[config.mk]
export PLATFORM = sky130hd
export DESIGN_NAME = commit_trace_buffer_flat
export DESIGN_NICKNAME = d
export VERILOG_FILES = /design/src/rtl/commit_trace_if.sv /design/src/rtl/commit_trace_buffer.sv /design/src/flat_wrapper.sv
export SDC_FILE = /design/constraint.sdc
export NUM_CORES = 1
export LEC_CHECK = 0
export ABC_AREA = 1
export CELL_PAD_IN_SITES_DETAIL_PLACEMENT = 1
export CELL_PAD_IN_SITES_GLOBAL_PLACEMENT = 2
export CORE_MARGIN = 4
export CORE_UTILIZATION = 40
export DETAILED_ROUTE_END_ITERATION = 6
export PLACE_DENSITY = 0.86
export SYNTH_ARGS = -nofsm -noshare
export SYNTH_HDL_FRONTEND = slang
export SYNTH_SLANG_ARGS = --single-unit
export TNS_END_PERCENT = 50
[constraint.sdc]
create_clock -name clk -period 9.1 [get_ports clk]
set_input_delay 1.365 -clock clk [delete_from_list [all_inputs] [get_ports clk]]
set_output_delay 1.365 -clock clk [all_outputs]
set_load 0.005 [all_outputs]
[src/rtl/commit_trace_if.sv]
// commit_trace_if: port bundle of the commit-trace recorder.
//   master: drives the retire stream, configuration, arm/trigger controls and
//           rd_en; observes the recorder status and pop data.
//   slave : the recorder itself.
//
// Handshakes:
//   commit_valid[h] is a one-cycle strobe with no ready. The recorder never
//   back-pressures the cores, so each cycle the strobe is high counts as one
//   retire. rd_en is a pop request sampled at a clock edge. The answer comes
//   in the following cycle as rd_valid, high for exactly one cycle, with
//   rd_data. rd_valid low means nothing was popped (wrong state or empty).
interface commit_trace_if #(
  parameter int NUM_HARTS = 2,
  parameter int DEPTH     = 16
);
  localparam int CW = $clog2(DEPTH) + 1;

  logic [NUM_HARTS-1:0]    commit_valid;
  logic [32*NUM_HARTS-1:0] commit_pc;
  logic [32*NUM_HARTS-1:0] commit_instr;
  logic [2:0]              hart_sel;
  logic [31:0]             win_lo;
  logic [31:0]             win_hi;
  logic                    filter_en;
  logic [31:0]             trig_pc;
  logic                    trig_pc_en;
  logic                    trig_ext;
  logic                    arm;
  logic                    rd_en;

  logic                    rd_valid;
  logic [63:0]             rd_data;
  logic [CW-1:0]           count;
  logic [1:0]              state;
  logic [2:0]              trig_cause;
  logic [2:0]              hang_hart;
  logic                    wrapped;

  modport master (
    output commit_valid, commit_pc, commit_instr, hart_sel, win_lo, win_hi,
           filter_en, trig_pc, trig_pc_en, trig_ext, arm, rd_en,
    input  rd_valid, rd_data, count, state, trig_cause, hang_hart, wrapped
  );

  modport slave (
    input  commit_valid, commit_pc, commit_instr, hart_sel, win_lo, win_hi,
           filter_en, trig_pc, trig_pc_en, trig_ext, arm, rd_en,
    output rd_valid, rd_data, count, state, trig_cause, hang_hart, wrapped
  );
endinterface

[src/rtl/commit_trace_buffer.sv]
// commit_trace_buffer: circular history of retired {pc, instr} pairs for one
// selected hart. The history freezes after a trigger (PC match, external
// pulse or per-hart hang watchdog) plus POST_COUNT further entries. It can
// then be drained oldest-first.
// Ports:
//   clk, rst : clock, synchronous active-high reset
//   bus      : commit_trace_if.slave. Carries the retire stream, window and
//              trigger setup, arm, rd_en, and the outputs rd_valid, rd_data,
//              count, state, trig_cause, hang_hart and wrapped.
module commit_trace_buffer #(
  parameter int NUM_HARTS  = 2,
  parameter int DEPTH      = 16,
  parameter int POST_COUNT = 4,
  parameter int HANG_LIMIT = 1024
) (
  input  logic           clk,
  input  logic           rst,
  commit_trace_if.slave  bus
);
  localparam int AW = $clog2(DEPTH);
  localparam int CW = AW + 1;
  localparam int WW = $clog2(HANG_LIMIT + 1);

  typedef enum logic [1:0] {
    S_IDLE   = 2'd0,
    S_ARMED  = 2'd1,
    S_POST   = 2'd2,
    S_FROZEN = 2'd3
  } state_t;

  state_t          state_q, state_d;
  logic [63:0]     mem [DEPTH];
  logic [AW-1:0]   wr_ptr_q, rd_ptr_q;
  logic [CW-1:0]   count_q;
  logic [AW-1:0]   post_q;
  logic [2:0]      cause_q;
  logic [2:0]      hang_hart_q;
  logic            wrapped_q;
  logic            rd_valid_q;
  logic [63:0]     rd_data_q;
  logic [WW-1:0]   wd_q [NUM_HARTS];

  // Selected-hart retire; stays invalid when hart_sel is out of range.
  logic        sel_valid;
  logic [31:0] sel_pc, sel_instr;
  always_comb begin
    sel_valid = 1'b0;
    sel_pc    = '0;
    sel_instr = '0;
    for (int h = 0; h < NUM_HARTS; h++) begin
      if (bus.hart_sel == 3'(h)) begin
        sel_valid = bus.commit_valid[h];
        sel_pc    = bus.commit_pc[32*h +: 32];
        sel_instr = bus.commit_instr[32*h +: 32];
      end
    end
  end

  logic in_win, rec_ev;
  assign in_win = (sel_pc >= bus.win_lo) && (sel_pc <= bus.win_hi);
  assign rec_ev = sel_valid && (!bus.filter_en || in_win);

  // A hart trips on the edge its idle counter steps from HANG_LIMIT-1 to
  // HANG_LIMIT, which happens on the HANG_LIMIT-th consecutive idle cycle.
  logic [NUM_HARTS-1:0] hang_hit;
  logic                 hang_any;
  logic [2:0]           hang_lo;
  always_comb begin
    hang_hit = '0;
    hang_any = 1'b0;
    hang_lo  = '0;
    for (int h = 0; h < NUM_HARTS; h++) begin
      hang_hit[h] = !bus.commit_valid[h] && (wd_q[h] == WW'(HANG_LIMIT - 1));
    end
    for (int h = NUM_HARTS - 1; h >= 0; h--) begin
      if (hang_hit[h]) begin
        hang_any = 1'b1;
        hang_lo  = 3'(h);
      end
    end
  end

  logic pc_hit, trig_any, capturing, do_write, do_pop;
  assign pc_hit    = rec_ev && bus.trig_pc_en && (sel_pc == bus.trig_pc);
  assign trig_any  = pc_hit || bus.trig_ext || hang_any;
  assign capturing = (state_q == S_ARMED) || (state_q == S_POST);
  assign do_write  = capturing && rec_ev && !bus.arm;
  assign do_pop    = (state_q == S_FROZEN) && bus.rd_en && (count_q != '0) && !bus.arm;

  // FSM next state; arm wins over everything else.
  always_comb begin
    state_d = state_q;
    if (bus.arm) begin
      state_d = S_ARMED;
    end else begin
      case (state_q)
        S_ARMED: if (trig_any) state_d = (POST_COUNT == 0) ? S_FROZEN : S_POST;
        S_POST:  if (rec_ev && post_q == AW'(1)) state_d = S_FROZEN;
        default: ;
      endcase
    end
  end

  always_ff @(posedge clk) begin
    if (rst) state_q <= S_IDLE;
    else     state_q <= state_d;
  end

  // History storage needs no reset; count and pointers define what is live.
  always_ff @(posedge clk) begin
    if (do_write) mem[wr_ptr_q] <= {sel_pc, sel_instr};
  end

  always_ff @(posedge clk) begin
    if (rst) begin
      wr_ptr_q    <= '0;
      rd_ptr_q    <= '0;
      count_q     <= '0;
      post_q      <= '0;
      cause_q     <= '0;
      hang_hart_q <= '0;
      wrapped_q   <= 1'b0;
      rd_valid_q  <= 1'b0;
      rd_data_q   <= '0;
    end else begin
      rd_valid_q <= 1'b0;
      if (bus.arm) begin
        wr_ptr_q    <= '0;
        rd_ptr_q    <= '0;
        count_q     <= '0;
        post_q      <= '0;
        cause_q     <= '0;
        hang_hart_q <= '0;
        wrapped_q   <= 1'b0;
      end else begin
        if (do_write) begin
          wr_ptr_q <= wr_ptr_q + AW'(1);
          // Full: the new entry replaces the oldest, so the read side moves.
          if (count_q == CW'(DEPTH)) begin
            rd_ptr_q  <= rd_ptr_q + AW'(1);
            wrapped_q <= 1'b1;
          end else begin
            count_q <= count_q + CW'(1);
          end
        end
        if (do_pop) begin
          rd_valid_q <= 1'b1;
          rd_data_q  <= mem[rd_ptr_q];
          rd_ptr_q   <= rd_ptr_q + AW'(1);
          count_q    <= count_q - CW'(1);
        end
        // Triggers are only looked at in ARMED, so the cause bits and
        // hang_hart latch once per arm.
        if (state_q == S_ARMED && trig_any) begin
          cause_q <= {hang_any, bus.trig_ext, pc_hit};
          post_q  <= AW'(POST_COUNT);
          if (hang_any) hang_hart_q <= hang_lo;
        end else if (state_q == S_POST && rec_ev) begin
          post_q <= post_q - AW'(1);
        end
      end
    end
  end

  // Per-hart idle watchdogs: zero in IDLE, run while capturing, hold in FROZEN.
  always_ff @(posedge clk) begin
    for (int h = 0; h < NUM_HARTS; h++) begin
      if (rst || bus.arm || state_q == S_IDLE) begin
        wd_q[h] <= '0;
      end else if (capturing) begin
        if (bus.commit_valid[h])                wd_q[h] <= '0;
        else if (wd_q[h] != WW'(HANG_LIMIT))    wd_q[h] <= wd_q[h] + WW'(1);
      end
    end
  end

  assign bus.rd_valid   = rd_valid_q;
  assign bus.rd_data    = rd_data_q;
  assign bus.count      = count_q;
  assign bus.state      = state_q;
  assign bus.trig_cause = cause_q;
  assign bus.hang_hart  = hang_hart_q;
  assign bus.wrapped    = wrapped_q;
endmodule

[src/flat_wrapper.sv]
// flat-port wrapper written by rule: the top's interface ports become plain ports
module commit_trace_buffer_flat 
#(
  parameter int NUM_HARTS  = 2,
  parameter int DEPTH      = 16,
  parameter int POST_COUNT = 4,
  parameter int HANG_LIMIT = 1024
)
  (clk, rst, bus_commit_valid, bus_commit_pc, bus_commit_instr, bus_hart_sel, bus_win_lo, bus_win_hi, bus_filter_en, bus_trig_pc, bus_trig_pc_en, bus_trig_ext, bus_arm, bus_rd_en, bus_rd_valid, bus_rd_data, bus_count, bus_state, bus_trig_cause, bus_hang_hart, bus_wrapped);
  commit_trace_if #(.NUM_HARTS(NUM_HARTS), .DEPTH(DEPTH)) bus_i ();
  input  logic clk;
  input  logic rst;
  input wire logic [$bits(bus_i.commit_valid)-1:0] bus_commit_valid;
  input wire logic [$bits(bus_i.commit_pc)-1:0] bus_commit_pc;
  input wire logic [$bits(bus_i.commit_instr)-1:0] bus_commit_instr;
  input wire logic [$bits(bus_i.hart_sel)-1:0] bus_hart_sel;
  input wire logic [$bits(bus_i.win_lo)-1:0] bus_win_lo;
  input wire logic [$bits(bus_i.win_hi)-1:0] bus_win_hi;
  input wire logic [$bits(bus_i.filter_en)-1:0] bus_filter_en;
  input wire logic [$bits(bus_i.trig_pc)-1:0] bus_trig_pc;
  input wire logic [$bits(bus_i.trig_pc_en)-1:0] bus_trig_pc_en;
  input wire logic [$bits(bus_i.trig_ext)-1:0] bus_trig_ext;
  input wire logic [$bits(bus_i.arm)-1:0] bus_arm;
  input wire logic [$bits(bus_i.rd_en)-1:0] bus_rd_en;
  output wire logic [$bits(bus_i.rd_valid)-1:0] bus_rd_valid;
  output wire logic [$bits(bus_i.rd_data)-1:0] bus_rd_data;
  output wire logic [$bits(bus_i.count)-1:0] bus_count;
  output wire logic [$bits(bus_i.state)-1:0] bus_state;
  output wire logic [$bits(bus_i.trig_cause)-1:0] bus_trig_cause;
  output wire logic [$bits(bus_i.hang_hart)-1:0] bus_hang_hart;
  output wire logic [$bits(bus_i.wrapped)-1:0] bus_wrapped;
  assign bus_i.commit_valid = bus_commit_valid;
  assign bus_i.commit_pc = bus_commit_pc;
  assign bus_i.commit_instr = bus_commit_instr;
  assign bus_i.hart_sel = bus_hart_sel;
  assign bus_i.win_lo = bus_win_lo;
  assign bus_i.win_hi = bus_win_hi;
  assign bus_i.filter_en = bus_filter_en;
  assign bus_i.trig_pc = bus_trig_pc;
  assign bus_i.trig_pc_en = bus_trig_pc_en;
  assign bus_i.trig_ext = bus_trig_ext;
  assign bus_i.arm = bus_arm;
  assign bus_i.rd_en = bus_rd_en;
  assign bus_rd_valid = bus_i.rd_valid;
  assign bus_rd_data = bus_i.rd_data;
  assign bus_count = bus_i.count;
  assign bus_state = bus_i.state;
  assign bus_trig_cause = bus_i.trig_cause;
  assign bus_hang_hart = bus_i.hang_hart;
  assign bus_wrapped = bus_i.wrapped;
  commit_trace_buffer #(.NUM_HARTS(NUM_HARTS), .DEPTH(DEPTH), .POST_COUNT(POST_COUNT), .HANG_LIMIT(HANG_LIMIT)) u_core (.clk(clk), .rst(rst), .bus(bus_i));
endmodule
### Word-level counts from Yosys, hierarchy flattened

Memory sizes are Yosys's and may differ from the RTL's. A register that Yosys moved wholly into a read port is not among the register bits.
Index checks and enable logic that the tools add are counted.

| word-level totals | value |
|---|---|
| register bits | 27 |
| bits in writable memories | 1,046 |
| input bits | 236 |
| word-level logic and storage cells | 133 |
| memories | 2 |

| cells by class | value |
|---|---|
| add/subtract/negate cells | 7 |
| $lt $le $gt $ge | 2 |
| equal/unequal tests | 16 |
| mux-type cells | 49 |
| bitwise gates (word level) | 5 |
| reductions and logical operators | 41 |

Memories:

| memory | words | bits a word | rd ports | clocked after Yosys merged registers in | write ports | line | source |
|---|---|---|---|---|---|---|---|
| u_core.mem | 16 | 64 | 1 | 1 | 1 | commit_trace_buffer.sv:32 | `logic [63:0] mem [DEPTH];` |
| u_core.wd_q | 2 | 11 | 2 | 0 | 2 | commit_trace_buffer.sv:41 | `logic [WW-1:0] wd_q [NUM_HARTS];` |

Operator list:

| kind | number |
|---|---|
| 32-bit 2-to-1 mux | 4 |
| 11-bit 2-to-1 mux | 4 |
| 32-bit equality test | 1 |
| 32-bit >= comparator | 1 |
| 32-bit <= comparator | 1 |
| 1-bit 2-to-1 mux | 30 |
| 11-bit by 1-bit adder with 11-bit output, second input constant | 2 |
| 11-bit by 10-bit equality test with 1-bit output, second input constant | 2 |
| 11-bit inequality test, second input constant | 2 |
| 5-bit 2-to-1 mux | 3 |
| 1-bit logical AND | 14 |
| 4-bit 2-to-1 mux | 3 |
| 2-bit AND reduction | 5 |
| 4-bit by 1-bit adder with 4-bit output, second input constant | 2 |
| 2-bit nonzero test | 4 |
| 1-bit logical OR | 6 |
| 3-bit 2-to-1 mux | 2 |
| 3-bit AND reduction | 2 |
| 5-bit by 1-bit adder with 5-bit output, second input constant | 1 |
| 5-bit equality test, second input constant | 1 |
| 5-bit nonzero test | 1 |
| 5-bit by 1-bit subtractor with 5-bit output, second input constant | 1 |
| 2-bit equality test, second input constant | 2 |
| 4-bit by 1-bit equality test with 1-bit output, second input constant | 1 |
| 17 further kinds | 25 |

### Logic depth before layout (Yosys ltp)

Gate-level depths: netlist (run 1).

| depth | value |
|---|---|
| depth in word-level cells | 14 |
| depth in mapped cells | 29 |

### Least setup slack after synthesis (run 1)

No wires, ideal clock.

| timing path | value |
|---|---|
| path kind | input port to flip-flop |
| from | input bus_hart_sel[0] |
| to | memory u_core.mem[0][0] (enable) |
| data arrival time | 6.630 ns |
| required time | 8.614 ns |
| slack | 1.983 ns |
| stages on the path | 20 |
| cells stage by stage | buf_4 -> inv_4 -> nand2_2 -> o21ai_0 -> ha_1 -> nand2_1 -> inv_1 -> nand2_1 -> nand2_1 -> nand2_1 -> nand3_1 -> a21oi_1 -> nand2_1 -> nand2_1 -> nand2_1 -> nand2_1 -> nand4_1 -> inv_1 -> nand2_1 -> nor2_1 |

| on the way | value |
|---|---|
| longest elaborated chain between the ends | 11 |

Ends and longest elaborated chain:

| element | line | source |
|---|---|---|
| from (decl) | flat_wrapper.sv:16 | `input wire logic [$bits(bus_i.hart_sel)-1:0] bus_hart_sel;` |
| 3-bit logical NOT | commit_trace_buffer.sv:51 | `if (bus.hart_sel == 3'(h)) begin` |
| 32-bit 2-to-1 mux | commit_trace_buffer.sv:51 |  |
| 32-bit 2-to-1 mux * | commit_trace_buffer.sv:51 |  |
| named net u_core.sel_pc[19] | commit_trace_buffer.sv:45 | `logic [31:0] sel_pc, sel_instr;` |
| 32-bit >= comparator or 32-bit <= comparator (tied branches) | commit_trace_buffer.sv:60 | `assign in_win = (sel_pc >= bus.win_lo) && (sel_pc <= bus.win_hi);` |
| 1-bit logical AND * | commit_trace_buffer.sv:60 |  |
| 1-bit logical OR * | commit_trace_buffer.sv:61 | `assign rec_ev = sel_valid && (!bus.filter_en \|\| in_win);` |
| 1-bit logical AND * | commit_trace_buffer.sv:61 |  |
| 1-bit logical AND * (2 in a row) | commit_trace_buffer.sv:87 | `assign do_write = capturing && rec_ev && !bus.arm;` |
| 1-bit 2-to-1 mux * | commit_trace_buffer.sv:111 | `if (do_write) mem[wr_ptr_q] <= {sel_pc, sel_instr};` |
| 1-bit 2-to-1 mux (implied by the code) * | commit_trace_buffer.sv:111 |  |
| to (decl) | commit_trace_buffer.sv:32 |  |

Mark *: on every way through the listed nets, which the timed path passes. The rest lies on a longest branch.

### Final worst setup path (run 1)

| timing path | value |
|---|---|
| from | input bus_hart_sel[0] |
| to | memory u_core.mem[13][53] (enable) |

Same word-level chain as after synthesis.

==> summary.txt, run 1 <==
Timing
  – Final setup vio count: 0
  – RSZ-0062 raised after global routing: false
  – Tmin final: around 7.0 ns
  – Worst clock skew: around 0.041 ns
  – Setup TNS: 0 ns
  – Final Cycle Share: 0.7687
  – Slew Limit Fails: 0
  – Worst Tran Pin Value: around 1.3 ns
  – Max_slew headroom: 0.1072
  – Fmax: ~140 MHz
  – Endpoints failing hold: 0

Floorplanning
  – Row Count: about 130
  – Initial Util: 0.4044
  – DIE HEIGHT: ~350 um
  – Core footprint: approximately 120000 um2
  – Die X: approximately 350 um
  – I/O pin count: roughly 320
  – Die ar.: approximately 130000 um2

GRT
  – GR Layer Usage met3: 0.03977
  – Total grt overflow: 0
  – First-pass GRT wire length: 220900 um
  – Largest net degree at the start of global routing: 223
  – Busiest grt layer: met2
  – All-Layer GR Usage: 0.2312
  – GRT met2 Usage: 0.3884
  – Initial antenna violation count: 7
  – Met1 GRT Util: 0.3088
  – Number of global-route vias before repair: 35.40k

Clocking
  – CTS Buf Count: between 100 and 150
  – H-tree levels: 3
  – Post-CTS Setup Repair Bufs: 0
  – Bufs on Longest Clock Path: 3
  – Clk_lat worst skew: approximately 0.73 ns
  – Clock Root Buffer: clkbuf_16
  – Hold bufs inserted after CTS: 0
  – Post-cts sizing count: 0
  – Clk sinks: approximately 1.1k
  – CTS tree: done
  – CTS clk-pin slew, worst paths: 0.06 ns

Critical path
  – CP Max Fanout: 27
  – CP max stage delay: 0.77 ns
  – Buf+Inv Stages, Crit Path: 6
  – CP startpoint kind: input port
  – Delay-heaviest family, CP: simple AND/OR/NAND/NOR gates
  – Critical path's slowest cell: nor2_4
  – CP required: 9.43 ns
  – CP Capture Type: register
  – Most frequent CP cell: nand2_1
  – WS Path Type: input port to register
  – WP data arrival: 7.33 ns

Finish
  – Most frequent cells in the layout: 1111 x nor2_1, 1046 x edfxtp_1, 444 x o21ai_0, 311 x clkdlybuf4s50_1, 273 x o32ai_1
  – Final core occ: 0.4791
  – Share of cells above drive strength 1: 0.06668
  – Nets@finish: 4670
  – Fillers: roughly 12k
  – Antenna cells: 0
  – Syn-to-layout area delta: 18.46%
  – Leading cell type in the layout, fill and taps excluded: nor2_1
  – Post-route non-filler standard cell count: approximately 6.1k

Run status
  – Status: completed

Logic synthesis
  – Post-synth EDFFs: roughly 1.0k
  – Synth async-reset ratio: 0
  – Distinct cell type count after synthesis: 40
  – Syn avg cell area: 11.64 um2
  – Register bit total from synthesis: ~1.1k
  – Sequential element share of the synthesized area: 0.6932
  – Yosys warning total: 0
  – Synth Cell Area: between 40000 and 50000 um2
  – Ys flop type: edfxtp_1
  – Cells after Synth: between 4k and 5k

Pwr
  – Max VDD drop: 170.1 uV
  – Cell Pwr Density: between 150 and 200 nW/um2
  – Lkg Pwr: about 20 nW

Detailed routing
  – Vias after detailed routing: between 30k and 40k
  – Final wirelength: 148500 um
  – ANT nets after route: 0
  – DRC errors left: 0
  – Wirelength per Cell: 24.54 um
  – DR pass1 iterations: 5
  – DR vias/cell: 5.588
  – Violation count after the first detailed-route iteration: 3122

Placed design
  – Dpl cells: slightly below 6k
  – Number of port buffers: between 300 and 400
  – DP HPWL: a little under 90000 um
  – GP Congestion: 0.7948

Min path
  – Hold Crit Class: register to register

Flow run
  – # Max-Cap Violations: 0
==> registers in the layout, indices dropped and copies added (netlist names) <==
register               count
u_core.bus.state           2
u_core.bus.hang_hart       1
u_core.bus.wrapped         1
u_core.bus.rd_data        64
u_core.rd_ptr_q            4
u_core.bus.trig_cause      3
u_core.bus.rd_valid        1
u_core.post_q              4
u_core.wd_q               22
u_core.mem              1024
u_core.wr_ptr_q            4
u_core.bus.count           5
==> final cells by class <==
type | count | area [um2] | share of cell area
Timing Repair Buffer | 372 | 3633 | 0.06406
Clock buffer | 149 | 3129 | 0.05517
Inverter | 240 | 914.6 | 0.01613
Tap cell | 1600 | 2002 | 0.03530
Clock inverter | 73 | 935.9 | 0.01650
Sequential cell | 1135 | 33210 | 0.5855
Multi-Input combinational cell | 2485 | 12900 | 0.2274
==> cell usage after synthesis, types with 4 or more instances <==
cell type,number,area share
o21a_1,4,0.00063
o22ai_1,48,0.0063
or2_2,4,0.00052
xor2_1,10,0.0018
nand4_1,14,0.0018
nand3_2,9,0.0019
nand2_2,10,0.0013
buf_4,6,0.00094
nor2_1,1127,0.088
nand3_1,74,0.0077
o211ai_1,5,0.00078
inv_1,236,0.019
a21oi_1,56,0.0059
buf_1,11,0.00086
o21ai_0,445,0.047
ha_1,82,0.021
nand3b_1,8,0.0013
dfxtp_1,89,0.037
a22o_1,32,0.0059
nor3_1,10,0.0010
edfxtp_1,1046,0.66
nor3b_1,8,0.0013
nand2_1,249,0.020
clkbuf_1,225,0.018
buf_2,11,0.0011
o32ai_1,273,0.050
==> power by group <==
group	leakage, nW	switching [W]	internal, W
Combinational	7.71	0.000215	0.000144
Clock	1.95	0.00206	0.00296
Sequential	10.3	0.00000572	0.00569
==> worst min-delay path, stage by stage (launching register included) <==
cell and delay (ns):
dfxtp_1 0.31, nand2_1 0.06, a21oi_1 0.06
==> layer usage <==
metal,share of wire,vias to the layer above
met5,0,-
met2,0.48,1209
met3,0.065,219
met4,0.029,0
met1,0.42,17130
li1,-,15280
==> final timing paths <==
path / startpoint / to / slack (ns) / depth (start not counted)
worst min-delay path: u_core.post_q[1] / u_core.post_q[1] / 0.47 / 2
worst max-delay path: bus_hart_sel[0] / u_core.mem[13][53] / 2.10 / 25
worst max register to register: u_core.bus.count[1] / u_core.bus.count[4] / 5.14 / 12
worst min register to register: u_core.post_q[1] / u_core.post_q[1] / 0.47 / 2
==> metrics by stage <==
stage / power [W] / cell area, um2 / setup slack [ns] / hold WS (ns)
floorplan: 0.005960 / 47880 / 1.983 / 0.4401
global placement: 0.006159 / 52650 / 1.695 / 0.4500
detailed placement: 0.006168 / 52650 / 1.519 / 0.4636
CTS: 0.01115 / 56720 / 2.190 / 0.4721
global route: 0.01142 / 56720 / 1.720 / 0.4859
finish: 0.01107 / 56720 / 2.105 / 0.4700
==> logic make-up after synthesis <==
group	count (synthesis)	synth area share
AOI/OAI and AO/OA	873	0.1175
xor gates and xnor gates	11	0.002012
adders and majority gates	83	0.02185
buffers and inverters	496	0.04017
DFF	1135	0.6932
other	1	0.00007832
and+or+nand+nor	1516	0.1252
Note: power is estimated with default switching activity, not from simulation.
==> run 2: changes to the inputs <==
--- a/config.mk
+++ b/config.mk
@@ -9,9 +9,9 @@
 export CELL_PAD_IN_SITES_DETAIL_PLACEMENT = 1
 export CELL_PAD_IN_SITES_GLOBAL_PLACEMENT = 2
 export CORE_MARGIN = 4
-export CORE_UTILIZATION = 40
+export CORE_UTILIZATION = 36
 export DETAILED_ROUTE_END_ITERATION = 6
-export PLACE_DENSITY = 0.86
+export PLACE_DENSITY = 0.82
 export SYNTH_ARGS = -nofsm -noshare
 export SYNTH_HDL_FRONTEND = slang
 export SYNTH_SLANG_ARGS = --single-unit
==> constraint.sdc (replaced) <==
create_clock -name clk -period 5.6 [get_ports clk]
set_input_delay 0.84 -clock clk [delete_from_list [all_inputs] [get_ports clk]]
set_output_delay 0.84 -clock clk [all_outputs]
set_load 0.005 [all_outputs]
==> run 2 against run 1 <==
Via count rose by 0.38%; sequential share of layout area decreased by 0.74 points; sequential power increased by 62%; register-to-register slack worse by 3.0 ns; core utilization fell by 4.3 points; worst setup slack worse by 1.3 ns; clock skew rose by 0.018 ns; first-iteration DRC count is 8.9% lower; global-route usage is 2.0 points lower; clock power up 58%; critical endpoint is now u_core.mem[12][50]; largest cell class unchanged.
==> summary.txt, run 2 (same netlist as run 1, synthesis figures left out) <==
Run status
  – Status: completed

Detailed routing
  – DRT met1 WL: 64080 um (+1.7%)
  – DR pass1 iterations: 5 (unchanged)
  – DR vias/cell: 5.424 (-2.9%)
  – ANT nets after route: 0 (unchanged)
  – DRC errors left: 0 (unchanged)
  – Final wirelength: 151400 um (+1.9%)
  – Routed met3 length: 10980 um (+13%)
  – Highest Signal Layer: met5
  – Met2 wire length: 71670 um (+0.13%)
  – Wirelength per Cell: 24.18 um (-1.4%)
  – Violation count after the first detailed-route iteration: 2845 (-8.9%)
  – Vias after detailed routing: 33.96k (+0.38%)

Floorplanning
  – Die ar.: 138900 um2 (+11%)
  – Initial Util: 0.3633 (-0.04112)
  – DIE HEIGHT: 372.7 um (+5.3%)
  – Row Count: 133 (+5.6%)
  – Die X: 372.7 um (+5.3%)
  – I/O pin count: 315 (unchanged)
  – Core footprint: 131800 um2 (+11%)

Finish
  – Register name with the most flops: u_core.mem
  – Leading cell type in the layout, fill and taps excluded: nor2_1
  – Max reg flops: 1024 (unchanged)
  – Share of cells above drive strength 1: 0.07463 (+0.007952)
  – Nets@finish: 4718 (+1.0%)
  – Most frequent cells in the layout: 1111 x nor2_1, 1046 x edfxtp_1, 444 x o21ai_0, 311 x clkdlybuf4s50_1, 273 x o32ai_1
  – Post-route non-filler standard cell count: 6261 (+3.4%)
  – Syn-to-layout area delta: 19.98%
  – Final core occ: 0.4359 (-0.04318)

Pwr
  – Lkg Pwr: 20.20 nW (+0.99%)
  – Max VDD drop: 246.0 uV (+45%)
  – Final Total Pwr: 0.01783 W (+61%)
  – Cell Pwr Density: 310.3 nW/um2 (+59%)

Critical path
  – CP Capture Type: register
  – Crit-path cells: clkdlybuf4s50_1, inv_4, nand2_2, inv_2, nand2_1, nand2_1, buf_4, ha_1, a21oi_1, o21ai_0, nand2_1, nand3_1, a21oi_1, nand2_1, nand2_1, nand2_1, nand4_1, inv_1, nand2_1, nor2_4, buf_4
  – Critical path's slowest cell: clkdlybuf4s50_1
  – Worst-case reg-to-reg path depth: 8 (-4)
  – CP max stage delay: 0.58 ns (-0.19 ns)
  – Buf+Inv Stages, Crit Path: 6 (unchanged)
  – Cell depth of the worst setup path: 21 (-16%)
  – WS Path Type: input port to register
  – WP data arrival: 5.07 ns (-2.26 ns)
  – CP required: 5.92 ns (-3.51 ns)
  – CP Max Fanout: 20 (-26%)
  – Delay-heaviest family, CP: buffers and inverters
  – Most frequent CP cell: nand2_1
  – CP startpoint kind: input port

Clocking
  – Hold bufs inserted after CTS: 0 (unchanged)
  – Post-CTS Setup Repair Bufs: 0 (unchanged)
  – CTS tree: done
  – Post-cts sizing count: 0 (unchanged)
  – Clock Root Buffer: clkbuf_16
  – CTS clk-pin slew, worst paths: 0.07 ns (about the same)
  – H-tree levels: 3 (unchanged)
  – Clk_lat worst skew: 0.72 ns (about the same)
  – Clk sinks: 1135 (unchanged)
  – Bufs on Longest Clock Path: 3 (unchanged)
  – CTS Buf Count: 116 (-0.85%)

Timing
  – Fmax: ~210 MHz
  – Worst clock skew: 0.05939 ns (+0.01801 ns)
  – Final setup vio count: 0 (unchanged)
  – Endpoints failing hold: 0 (unchanged)
  – Final Cycle Share: 0.8484
  – Max_slew headroom: 0.2114 (+0.1043)
  – Worst Tran Pin Value: 1.179 ns (-0.1601 ns)
  – Slew Limit Fails: 0 (unchanged)
  – RSZ-0062 raised after global routing: false
  – Tmin final: ~4.8 ns

Placed design
  – Dpl cells: 6036 (+3.5%)
  – Number of port buffers: 312 (unchanged)
  – DP HPWL: 95080 um (+6.8%)
  – GP Congestion: 0.8282 (+4.2%)

GRT
  – Largest net degree at the start of global routing: 203 (-9.0%)
  – Number of global-route vias before repair: 35.59k (+0.54%)
  – Initial antenna violation count: 16 (+9)
  – All-Layer GR Usage: 0.2112 (-0.02002)
  – First-pass GRT wire length: 225100 um (+1.9%)
  – Total grt overflow: 0 (unchanged)

Min path
  – Hold Crit Depth: 2 (unchanged)
  – Hold Crit Class: register to register

Flow run
  – # Max-Cap Violations: 0 (unchanged)
-- run 2: changes by cell type in the layout (fill, tap and decap cells not counted), sizes merged, moves of 2 or more --
cell | previous run | this run
buf | 61 | 110
clkinvlp | 10 | 5
inv | 242 | 244
diode | 0 | 4
clkinv | 43 | 48
bufinv | 18 | 14
-- run 2: report_power, final --
group / total, W / switching (W) / internal, W
clock: 0.00794 / 0.00334 / 0.00461
combinational: 0.000625 / 0.000374 / 0.000251
sequential: 0.00926 / 0.00000948 / 0.00925
total: 0.0178 / 0.00372 / 0.0141
-- run 2: area by class of cell --
type | instances | area [um2]
Fill cell | 13980 | 74350
Multi-Input combinational cell | 2485 | 12900
Inverter | 240 | 914.6
Sequential cell | 1135 | 33210
Timing Repair Buffer | 421 | 4289
Clock inverter | 71 | 802.0
Clock buffer | 150 | 3132
Tap cell | 1755 | 2196
Antenna cell | 4 | 10.01
-- run 2: routing by layer --
layer / track usage / up-vias
met2: 0.3491 / 1190
li1: - / 15370
met5: 0 / -
met1: 0.2803 / 17140
met3: 0.04345 / 252
met4: 0.06572 / 6
-- run 2: metrics by stage --
step | cell area [um2] | setup TNS, ns | worst slack [ns] | hold slack [ns]
5_1_grt | 57440 | 0 | 0.5598 | 0.4862
6_report | 57450 | 0 | 0.8490 | 0.4699
3_5_place_dp | 53500 | 0 | 0.1890 | 0.4566
3_3_place_gp | 53500 | 0 | 0.3705 | 0.4522
2_1_floorplan | 47880 | -1004.18 | -0.9917 | 0.4401
4_1_cts | 57440 | 0 | 0.8296 | 0.4675
-- run 2: worst paths after layout --
check             slack (ns)                from                      to
setup / recovery        0.85     bus_hart_sel[0]      u_core.mem[12][50]
hold / removal          0.47    u_core.post_q[1]        u_core.post_q[1]
setup reg to reg        2.14  u_core.rd_ptr_q[0]  u_core.bus.rd_data[47]
hold reg to reg         0.47    u_core.post_q[1]        u_core.post_q[1]
-- run 2: tightest hold or removal path: stages, from the launching register on --
cell and delay [ns]:
dfxtp_1 0.31, nand2_1 0.06, a21oi_1 0.06
==> run 3: changes to the inputs <==
--- a/config.mk
+++ b/config.mk
@@ -9,9 +9,9 @@
 export CELL_PAD_IN_SITES_DETAIL_PLACEMENT = 1
 export CELL_PAD_IN_SITES_GLOBAL_PLACEMENT = 2
 export CORE_MARGIN = 4
-export CORE_UTILIZATION = 36
+export CORE_UTILIZATION = 40
 export DETAILED_ROUTE_END_ITERATION = 6
-export PLACE_DENSITY = 0.82
+export PLACE_DENSITY = 0.86
 export SYNTH_ARGS = -nofsm -noshare
 export SYNTH_HDL_FRONTEND = slang
 export SYNTH_SLANG_ARGS = --single-unit
==> constraint.sdc (replaced) <==
create_clock -name clk -period 4.6 [get_ports clk]
set_input_delay 0.69 -clock clk [delete_from_list [all_inputs] [get_ports clk]]
set_output_delay 0.69 -clock clk [all_outputs]
set_load 0.005 [all_outputs]
==> run 3 against run 2 <==
Via count rose by 2.2%; wire length rose by 4.2%; sequential power is 22% higher; highest routed layer unchanged; clock skew is 0.024 ns lower; clock power up 19%; core utilization increased by 5.5 points; cell count is 1.4% lower; worst setup slack worse by 0.24 ns; largest power group unchanged; die area fell by 9.8%; flip-flop and latch count is the same; count of clock-buffer cells in the layout fell by 12.
==> summary.txt, run 3 (same netlist as run 1, synthesis figures left out) <==
Finish
  – Register name with the most flops: u_core.mem
  – Nets@finish: 4794 (+1.6%)
  – Share of cells above drive strength 1: 0.09055 (+0.01592)
  – Most frequent cells in the layout: 1111 x nor2_1, 1046 x edfxtp_1, 444 x o21ai_0, 311 x clkdlybuf4s50_1, 273 x o32ai_1
  – Syn-to-layout area delta: 21.36%
  – Leading cell type in the layout, fill and taps excluded: nor2_1
  – Max reg flops: 1024 (unchanged)
  – Post-route non-filler standard cell count: 6173 (-1.4%)

Timing
  – Worst clock skew: 0.03515 ns (-0.02425 ns)
  – Tmin final: around 4.0 ns
  – Final setup vio count: 0 (unchanged)
  – Final Cycle Share: 0.8683
  – Endpoints failing hold: 0 (unchanged)
  – Worst hold slack: 0.4725 ns (+0.002538 ns)
  – Slew Limit Fails: 0 (unchanged)
  – RSZ-0062 raised after global routing: false
  – Setup TNS: 0 ns (unchanged)
  – Max_slew headroom: 0.2287 (+0.01725)
  – Worst Tran Pin Value: 1.152 ns (-0.02729 ns)
  – Fmax: between 200 and 300 MHz

Run status
  – Status: completed

Placed design
  – Dpl cells: 5960 (-1.3%)
  – GP Congestion: 0.8469 (+2.3%)
  – DP HPWL: 103800 um (+9.2%)
  – Number of port buffers: 312 (unchanged)

Clocking
  – CTS tree: done
  – CTS clk-pin slew, worst paths: 0.06 ns (about the same)
  – Clk sinks: 1135 (unchanged)
  – CTS Buf Count: 113 (-2.6%)
  – H-tree levels: 3 (unchanged)
  – Post-cts sizing count: 0 (unchanged)
  – Hold bufs inserted after CTS: 0 (unchanged)
  – Clk_lat worst skew: 0.72 ns (about the same)
  – Bufs on Longest Clock Path: 3 (unchanged)
  – Post-CTS Setup Repair Bufs: 0 (unchanged)
  – Clock Root Buffer: clkbuf_16

Min path
  – Hold Crit Depth: 2 (unchanged)
  – Hold Crit Class: register to register

Detailed routing
  – Vias after detailed routing: 34.70k (+2.2%)
  – ANT nets after route: 0 (unchanged)
  – DR pass1 iterations: 5 (unchanged)
  – Violation count after the first detailed-route iteration: 3219 (+13%)
  – Wirelength per Cell: 25.56 um (+5.7%)
  – DR vias/cell: 5.622 (+3.6%)
  – Final wirelength: 157800 um (+4.2%)
  – DRC errors left: 0 (unchanged)

GRT
  – All-Layer GR Usage: 0.2470 (+0.03585)
  – First-pass GRT wire length: 234300 um (+4.1%)
  – Initial antenna violation count: 13 (-3)
  – Largest net degree at the start of global routing: 193 (-4.9%)
  – Number of global-route vias before repair: 36.68k (+3.1%)
  – Total grt overflow: 0 (unchanged)

Pwr
  – Switch share: 0.2121 (+0.003460)
  – Register share of total power: 0.524 (+0.005)
  – Cell Pwr Density: 370.2 nW/um2 (+19%)
  – Combinational Power Share: 0.037 (+0.002)
  – Internal power: 0.01695 W (+20%)
  – Lkg Pwr: 20.62 nW (+2.1%)
  – Max VDD drop: 306.3 uV (+25%)
  – Clk pwr share: 0.439 (-0.007)
  – Switching pwr: 0.004561 W (+23%)

Floorplanning
  – Die ar.: 125300 um2 (-9.8%)
  – Row Count: 126 (-5.3%)
  – Die X: 354.0 um (-5.0%)
  – Core footprint: 118400 um2 (-10%)
  – Initial Util: 0.4044 (+0.04112)
  – I/O pin count: 315 (unchanged)
  – DIE HEIGHT: 354.0 um (-5.0%)

Flow run
  – # Max-Cap Violations: 0 (unchanged)

Critical path
  – CP startpoint kind: input port
  – WP data arrival: 4.37 ns (-0.70 ns)
  – CP Max Fanout: 33 (+65%)
  – WS Path Type: input port to register
  – CP Capture Type: register
  – Worst-case reg-to-reg path depth: 8 (unchanged)
  – CP required: 4.98 ns (-0.94 ns)
[run 3: final cells by class]
class                      count  area, um2
antenna                        1      2.502
clock buffer                 138       2982
clock inverter                74      815.8
fill                       12290      60290
inverter                     240      914.6
multi-input combinational   2485      12890
sequential                  1135      33210
tap                         1600       2002
timing repair buffer         500       5295
[run 3: worst max-delay path, cell delays in order]
cell             delay [ns]
clkdlybuf4s50_1        0.55
buf_4                  0.20
nand2_2                0.08
inv_2                  0.21
nand2_1                0.12
o21ai_1                0.14
buf_4                  0.28
ha_1                   0.18
nand2_1                0.07
o21ai_0                0.18
nand2_1                0.08
nand3_1                0.09
a21oi_1                0.07
nand2_1                0.07
nand2_1                0.12
nand2_1                0.13
nand4_1                0.16
inv_1                  0.18
nand2_1                0.08
buf_4                  0.18
nor2_4                 0.19
buf_12                 0.27
[run 3: per-stage QoR]
stage | area, um2 | total power (W) | setup WS [ns] | utilization
after CTS | 58100 | 0.02166 | 0.6346 | 0.4908
final | 58110 | 0.02151 | 0.6056 | 0.4908
after global placement | 54310 | 0.01226 | -0.01786 | 0.4587
after detailed placement | 54310 | 0.01228 | -0.07185 | 0.4587
after floorplan | 48000 | 0.01179 | 0.02868 | -
after global routing | 58100 | 0.02217 | 0.3363 | 0.4908
[run 3: path summary, 6_finish.rpt]
kind / startpoint / endpoint / slack, ns
worst min-delay path: u_core.bus.trig_cause[2] / u_core.bus.trig_cause[2] / 0.47
worst min register to register: u_core.bus.trig_cause[2] / u_core.bus.trig_cause[2] / 0.47
worst max register to register: u_core.rd_ptr_q[0] / u_core.bus.rd_data[55] / 1.24
worst max-delay path: bus_hart_sel[0] / u_core.mem[0][24] / 0.61
[run 3: power groups by stage]
stage	Combinational, W	Clock (W)	Sequential (W)
2_1_floorplan	0.000302	0	0.0115
3_3_place_gp	0.000776	0	0.0115
3_5_place_dp	0.000791	0	0.0115
4_1_cts	0.000795	0.00960	0.0113
5_1_grt	0.000857	0.0100	0.0113
6_report	0.000793	0.00945	0.0113
[run 3: metal layers]
metal	share of wire	track usage	vias up
met4	0.040	0.09322	8
li1	-	-	15520
met2	0.48	0.4147	1406
met3	0.074	0.05095	301
met5	0.00031	0	-
met1	0.40	0.3165	17470
